`src/rtl/adder24_share_ctrl.sv`:
```
// Round-robin time-sharing controller for one external combinational 24-bit adder.
// Optional signed-overflow flag on rsp_ovf is enabled by defining ADD24_SHARE_OVF_EN.
module adder24_share_ctrl #(
  parameter int NUM_REQ       = 4,
  parameter int WIDTH         = 24,
  parameter int SETTLE_CYCLES = 2,
  parameter int ID_W          = 2
) (
  input  logic                     clk,
  input  logic                     rst_n,
  input  logic [NUM_REQ-1:0]       req_valid,
  output logic [NUM_REQ-1:0]       req_ready,
  input  logic [NUM_REQ*WIDTH-1:0] req_a,
  input  logic [NUM_REQ*WIDTH-1:0] req_b,
  input  logic [NUM_REQ-1:0]       req_cin,
  output logic [WIDTH-1:0]         add_a,
  output logic [WIDTH-1:0]         add_b,
  output logic                     add_cin,
  input  logic [WIDTH-1:0]         add_s,
  input  logic                     add_cout,
  output logic                     rsp_valid,
  input  logic                     rsp_ready,
  output logic [WIDTH-1:0]         rsp_sum,
  output logic                     rsp_cout,
  output logic [ID_W-1:0]          rsp_id,
  output logic                     rsp_ovf
);

  localparam logic [1:0] ST_IDLE   = 2'd0;
  localparam logic [1:0] ST_SETTLE = 2'd1;
  localparam logic [1:0] ST_RESP   = 2'd2;

  localparam int CNT_W = (SETTLE_CYCLES > 1) ? $clog2(SETTLE_CYCLES) : 1;
  localparam logic [CNT_W-1:0] CNT_INIT  = CNT_W'(SETTLE_CYCLES - 1);
  localparam logic [ID_W-1:0]  LAST_INIT = ID_W'(NUM_REQ - 1);

  logic [1:0]         state_q, state_d;
  logic [ID_W-1:0]    last_q, last_d;
  logic [CNT_W-1:0]   cnt_q, cnt_d;
  logic [WIDTH-1:0]   add_a_q, add_a_d, add_b_q, add_b_d;
  logic               add_cin_q, add_cin_d;
  logic               rsp_valid_q, rsp_valid_d;
  logic [WIDTH-1:0]   rsp_sum_q, rsp_sum_d;
  logic               rsp_cout_q, rsp_cout_d;
  logic [ID_W-1:0]    rsp_id_q, rsp_id_d;
  logic [ID_W-1:0]    grant_s;
  logic               any_s;
  logic [NUM_REQ-1:0] ready_s;
  logic [WIDTH-1:0]   sel_a_s, sel_b_s;
  logic               sel_cin_s;

  // Search from last+1 upward with wrap; iterating downward lets the nearest hit win.
  always_comb begin
    grant_s = '0;
    any_s   = 1'b0;
    for (int k = NUM_REQ; k >= 1; k--) begin
      if (req_valid[(int'(last_q) + k) % NUM_REQ]) begin
        grant_s = ID_W'((int'(last_q) + k) % NUM_REQ);
        any_s   = 1'b1;
      end else begin
        any_s   = any_s;
      end
    end
  end

  // One-hot accept strobe, only while idle and someone is asking.
  always_comb begin
    ready_s = '0;
    if ((state_q == ST_IDLE) && any_s) begin
      ready_s[grant_s] = 1'b1;
    end else begin
      ready_s = '0;
    end
  end

  assign sel_a_s   = req_a[int'(grant_s)*WIDTH +: WIDTH];
  assign sel_b_s   = req_b[int'(grant_s)*WIDTH +: WIDTH];
  assign sel_cin_s = req_cin[grant_s];

  // Next-state and datapath update for the IDLE/SETTLE/RESP sequence.
  always_comb begin
    state_d     = state_q;
    last_d      = last_q;
    cnt_d       = cnt_q;
    add_a_d     = add_a_q;
    add_b_d     = add_b_q;
    add_cin_d   = add_cin_q;
    rsp_valid_d = rsp_valid_q;
    rsp_sum_d   = rsp_sum_q;
    rsp_cout_d  = rsp_cout_q;
    rsp_id_d    = rsp_id_q;
    case (state_q)
      ST_IDLE: begin
        if (any_s) begin
          add_a_d   = sel_a_s;
          add_b_d   = sel_b_s;
          add_cin_d = sel_cin_s;
          rsp_id_d  = grant_s;
          last_d    = grant_s;
          cnt_d     = CNT_INIT;
          state_d   = ST_SETTLE;
        end else begin
          state_d   = ST_IDLE;
        end
      end
      ST_SETTLE: begin
        if (cnt_q != '0) begin
          cnt_d       = cnt_q - 1'b1;
        end else begin
          rsp_sum_d   = add_s;
          rsp_cout_d  = add_cout;
          rsp_valid_d = 1'b1;
          state_d     = ST_RESP;
        end
      end
      ST_RESP: begin
        if (rsp_valid_q && rsp_ready) begin
          rsp_valid_d = 1'b0;
          state_d     = ST_IDLE;
        end else begin
          state_d     = ST_RESP;
        end
      end
      default: begin
        rsp_valid_d = 1'b0;
        state_d     = ST_IDLE;
      end
    endcase
  end

  // State and output registers; reset discards any in-flight result.
  always_ff @(posedge clk or negedge rst_n) begin
    if (!rst_n) begin
      state_q     <= ST_IDLE;
      last_q      <= LAST_INIT;
      cnt_q       <= '0;
      add_a_q     <= '0;
      add_b_q     <= '0;
      add_cin_q   <= 1'b0;
      rsp_valid_q <= 1'b0;
      rsp_sum_q   <= '0;
      rsp_cout_q  <= 1'b0;
      rsp_id_q    <= '0;
    end else begin
      state_q     <= state_d;
      last_q      <= last_d;
      cnt_q       <= cnt_d;
      add_a_q     <= add_a_d;
      add_b_q     <= add_b_d;
      add_cin_q   <= add_cin_d;
      rsp_valid_q <= rsp_valid_d;
      rsp_sum_q   <= rsp_sum_d;
      rsp_cout_q  <= rsp_cout_d;
      rsp_id_q    <= rsp_id_d;
    end
  end

`ifdef ADD24_SHARE_OVF_EN
  logic ovf_q;

  // Signed overflow: like-signed operands producing a sum of the other sign.
  always_ff @(posedge clk or negedge rst_n) begin
    if (!rst_n) begin
      ovf_q <= 1'b0;
    end else if ((state_q == ST_SETTLE) && (cnt_q == '0)) begin
      ovf_q <= (add_a_q[WIDTH-1] == add_b_q[WIDTH-1]) &&
               (add_s[WIDTH-1] != add_a_q[WIDTH-1]);
    end else begin
      ovf_q <= ovf_q;
    end
  end

  assign rsp_ovf = ovf_q;
`else
  assign rsp_ovf = 1'b0;
`endif

  assign req_ready = ready_s;
  assign add_a     = add_a_q;
  assign add_b     = add_b_q;
  assign add_cin   = add_cin_q;
  assign rsp_valid = rsp_valid_q;
  assign rsp_sum   = rsp_sum_q;
  assign rsp_cout  = rsp_cout_q;
  assign rsp_id    = rsp_id_q;

endmodule

```
`config.mk`:
```
export PLATFORM = sky130hd
export DESIGN_NAME = adder24_share_ctrl
export DESIGN_NICKNAME = d
export VERILOG_FILES = /design/src/rtl/adder24_share_ctrl.sv
export SDC_FILE = /design/constraint.sdc
export NUM_CORES = 1
export LEC_CHECK = 0
export ABC_CLOCK_PERIOD_IN_PS = 4600
export BUFFER_PORTS_ARGS = -buffer_cell sky130_fd_sc_hd__buf_2
export CORE_AREA = 3 3 120 122
export CTS_CLUSTER_DIAMETER = 40
export DETAILED_ROUTE_END_ITERATION = 7
export DIE_AREA = 0 0 123 125
export PLACE_DENSITY = 0.69
export SYNTH_ARGS = -nofsm -noshare
export SYNTH_HDL_FRONTEND = slang
export SYNTH_SLANG_ARGS = --single-unit
```
`constraint.sdc`:
```
create_clock -name clk -period 4.6 [get_ports clk]
set_clock_uncertainty 0.2 [all_clocks]
set_input_delay 0.46 -clock clk [delete_from_list [all_inputs] [get_ports clk]]
set_output_delay 0.46 -clock clk [all_outputs]
set_load 0.01 [all_outputs]
```
Yosys cells after proc, flatten, opt, wreduce, memory -nomap -nowiden:

Index checks and enable logic that the tools add are counted.
Widths: inputs -> output; s select.

* output and inout bits: 82
* flip-flop bits (word level): 82

* shift-type cells: 2
* $add $sub $neg: 5
* reduce and logical (&&, ||, !) cells: 13
* eq/ne operators: 5
* $mul: 1
* bitwise operators: 6
* mux-type cells: 35
* order comparisons: 6

Operators with widths (count)
* $shiftx 96x32->24: 1
* $shiftx 96x8->24: 1
* $mux 1: 19
* $lt 3x4->1 const B: 4
* $mux 2: 6
* $bmux 1 s2: 5
* $reduce_or 2->1: 4
* $ne 2x2->1 const B: 3
* $pmux 2 s3: 1
* $reduce_and 2->1: 3
* $add 2x1->2 const B: 2
* $add 2x2->2 const B: 2
* $and 1x1->1 const A: 4
* $mul 2x2->4 const B: 1
* $mux 4: 1
* $logic_and 1x1->1: 3
* $lt 2x3->1 const B: 1
* $pmux 1 s3: 1
* $reduce_and 3->1: 1
* $demux 1 s2: 1
* $eq 2x1->1 const B: 1
* $eq 2x2->1 const B: 1
* $ge 2x1->1 const B: 1
* $logic_not 2->1: 1
* other kinds (4): 5

Logic depth before layout (Yosys ltp):

* depth after elaboration: 15
* mapped depth: 8
* mapped depth without buffers: 5

Worst setup path after synthesis:

OpenSTA, ideal clock, no wires.

* path type: input -> output
* start: in req_valid[2]
* end: out req_ready[3]
* stages: 7
* slack: 2.270 ns
* path buffers: 3
* data arrival time: 1.670 ns
* cell sequence: nand2b_1 > a21o_1 > and3_1 > buf_2 > buf_6 > buf_6 > nor3_1

* longest elaborated chain between the ends: 12
* elaborated cells between the ends (all ways): 27
* classes of those cells: order compare (2); mux (23); reduce/logical (2)

RTL lines
* start, declared: line 11 `input logic [NUM_REQ-1:0] req_valid,`
* $bmux 1 s2: line 57 `if (req_valid[(int'(last_q) + k) % NUM_REQ]) begin`
* $mux 1 (implied by the code) (2 in series): line 57
* $mux 2 (4 in series): line 57
* $lt 2x3->1 (implied by the code) or $ge 2x1->1 (tied branches): line 70 `ready_s[grant_s] = 1'b1;`
* $logic_and 1x1->1 (implied by the code): line 70
* $mux 1 (implied by the code): line 70
* $demux 1 s2: line 70
* $mux 4 (*): line 69 `if ((state_q == ST_IDLE) && any_s) begin`
* end, declared: line 12 `output logic [NUM_REQ-1:0] req_ready,`

Every way passes the cells marked *; elsewhere a longest branch is shown, timed or not. The select of a mux whose other input is x is not followed.

Worst setup path after layout:

* start: reg last_q[0]
* end: out req_ready[0]

* longest elaborated chain between the ends: 13
* elaborated cells between the ends (all ways): 31
* classes of those cells: add/sub (4); order compare (2); mux (23); reduce/logical (2)

RTL lines
* start, declared: line 38 `logic [ID_W-1:0] last_q, last_d;`
* start signal, assigned: line 146 `last_q <= last_d;`
* $add 2x1->2: line 57, 58
* $bmux 1 s2: line 57
* $mux 1 (implied by the code) (2 in series): line 57
* $mux 2 (4 in series): line 57
* $lt 2x3->1 (implied by the code) or $ge 2x1->1 (tied branches): line 70
* $logic_and 1x1->1 (implied by the code): line 70
* $mux 1 (implied by the code): line 70
* $demux 1 s2: line 70
* $mux 4 (*): line 69

Marks and branches as above.

==> metrics.txt <==
share of layout cells above drive strength 1=45.7%; Post-Syn Instances=just under 500; vias=4,944; Synth Area in XOR/XNOR=0%; fin nets=1,000; fillcell total=~1.3k; Synth top area share=about 42%; post-CTS setup buffer count=0; Max FO, Critical Path=49; Worst EP arrival=2.22 ns; register area=roughly 0.0021 mm^2; Static Leak=3.38 nW; Synth area leader=dfrtp_1; Ant. Diodes=0; Slew headroom=49.6%; post-route insts no fill=~950; Max Root-Sink Buffers=2; chip height=between 100 and 150 um; # clock sinks=82; post-synthesis to final-layout area growth=41.6%; Required @ worst endpoint=between 3 and 4 ns; Post-Synth Adder-Cell Area=0%; sequential area share after synthesis=a little over two fifths; CP endpoint kind=output port; TritonCTS clock tree=done; Critical Path Start Type=flop; core area=around 0.013 mm^2; Least-Margin Pin Slew=~0.76 ns; multi-input logic area=0.00232 mm^2; grt ovf=0; # IOs=310; multiplexer share of the synthesized area=~16%; Main synth FF type=dfrtp_1; Hold Fails Final Rpt=0; die area=0.0154 mm^2; Port Buffers=roughly 310; largest family of logic cells by synthesized area=compound AO/OA/AOI/OAI gates; Die Width=~120 um; largest net degree at the start of global routing=between 50 and 60; largest cells by area after synthesis=dfrtp_1, a211oi_1, mux2i_1, a31oi_1, mux2_1; TritonRoute pass-1 iters=4; number of enable flip-flop cells after synthesis=0; Avg Cell Area, Syn=a little under 10 um^2; root buf cell=clkbuf_16; synth warn=0; HPWL Detailed=roughly 12 mm; CTS Buf Count=9; Fmax=about 350 MHz; Worst-Skew Late Latency=0.33 ns; H-tree Lvls=3; Final min period=2.88 ns; 1st-iter DRT viols=220; Synth cell types=31; Routed WL per cell=~17 um; global placement routability congestion=roughly 0.77; initial core utilization=35.8%; ys async rst share=100%; Slew Limit Fails=0; gr usage total=around a fifth; worst vdd ir=between 0.3 and 0.4 mV; PwrDens=about 630 mW/mm^2; first-pass GRT wire length=between 20 and 25 mm; Synth Area in Compound Gates=between 20% and 30%; initial antenna violation count=0; Cell Count Post-Placement=936; outcome=completed; FF+latch count, synth=82; vias in the first global route=4,883; post-route DRC violation count=0; Netlist Area Pre-Place=0.00476 mm^2; setup TNS=0 ns; Net Count, Synth=717; Post-Route WL=16.6 mm; max_cap viols=0; endpoints failing setup=0; period utilization=roughly 63%; Worst Hold Class=in2reg; Setup CP Type=reg2out; Worst-path clk slew=about 0.06 ns; Detail Route Antenna Nets=0; RSZ-0062 raised after global routing=no; row cnt=between 40 and 50; Synth Area in Simple Gates=under 10%; DR vias/cell=5.19
-- area by class of cell --
class / count / area share [%]
inverter: 51 / 2.84
timing repair buffer: 318 / 24.3
tap: 176 / 3.27
sequential: 82 / 30.5
clock inverter: 5 / 0.892
clock buffer: 11 / 3.75
multi-input combinational: 310 / 34.5
-- flip-flops by register name, summed over array words and instances (netlist names), 2 cells and up --
| name | cells |
|---|---|
| add_a | 24 |
| add_b | 24 |
| rsp_sum | 24 |
| last_q | 2 |
| rsp_id | 2 |
| state_q | 2 |
-- Yosys cell counts, drive strengths merged (3+ instances only) --
library cell and instances:
mux2i 49, inv 51, mux2 25, nor3 3
a211oi 99, nor2 58, o21ai 4, a21o 4
buf 24, dfrtp 80, clkbuf 22, a31oi 49
a21oi 4, nand2 4
-- stage by stage --
stage / power, mW / util [%] / instance area [um^2] / setup WS (ns) / hold slack [ns]
4_1_cts: 4.26 / 50.6 / 6730 / 1.67 / 0.117
5_1_grt: 4.52 / 50.6 / 6730 / 1.57 / 0.121
3_5_place_dp: 3.49 / 48.2 / 6410 / 1.73 / 0.270
3_3_place_gp: 3.44 / 48.2 / 6410 / 1.71 / 0.256
2_1_floorplan: 2.70 / - / 4760 / 2.27 / -0.0356
6_report: 4.22 / 50.6 / 6730 / 1.72 / 0.133
-- worst paths after layout --
path | from | end | slack [ns] | cells past startpoint
setup / recovery | last_q[0]$_DFFE_PN1P_ | req_ready[0] | 1.72 | 5
hold / removal | add_s[15] | rsp_sum[15]$_DFFE_PN0P_ | 0.13 | 2
setup reg to reg | last_q[1]$_DFFE_PN1P_ | add_a[16]$_DFFE_PN0P_ | 1.90 | 6
hold reg to reg | rsp_sum[16]$_DFFE_PN0P_ | rsp_sum[16]$_DFFE_PN0P_ | 0.28 | 1
max in group asynchronous | rst_n | rsp_valid$_DFFE_PN0P_ | 2.77 | 3
min in group asynchronous | rst_n | rsp_sum[18]$_DFFE_PN0P_ | 0.44 | 2
-- critical path, cell delays in order (launching register included) --
cell and delay [ns]:
dfstp_2 0.54, nand2b_1 0.12, a21o_2 0.13, and3_4 0.68, and3_1 0.26, buf_2 0.13
-- metal layers --
| layer | GRT usage (%) | routed length (um) |
|---|---|---|
| met5 | 0 | 0 |
| met4 | 6.91 | 290 |
| met3 | 4.79 | 1440 |
| met2 | 36.3 | 8360 |
| met1 | 24.4 | 6540 |
-- power by group --
group | switching, mW | total (mW) | internal [mW]
logic | 1.26 | 2.15 | 0.892
clock network | 0.305 | 0.759 | 0.453
registers | 0.201 | 1.30 | 1.10
total | 1.77 | 4.22 | 2.45
-- repair_timing --
| action | in CTS | in global routing |
|---|---|---|
| endpoints found under the hold margin | 36 | 0 |
| resized for setup | 0 | 0 |
| hold buffers | 1 | 0 |
-- layout by cell type (no fill, tap or decap), types with 3 or more instances in the layout --
cell type / instances
a211oi_1: 90
a211oi_2: 9
a21o_1: 3
a21oi_1: 4
a31oi_1: 49
buf_2: 307
buf_4: 9
clkbuf_16: 9
dfrtp_1: 80
inv_1: 50
mux2_1: 25
mux2i_1: 49
nand2_1: 3
nor2_1: 57
-- cell families (layout without fill, tap and decap cells) --
| kind of cell | after synthesis | in the layout |
|---|---|---|
| AOI/OAI and AO/OA | 161 | 161 |
| other | 1 | 1 |
| buffers and inverters | 97 | 385 |
| and+or+nand+nor | 74 | 74 |
| DFF | 82 | 82 |
| muxes | 74 | 74 |
(Power assumes the default switching activity.)
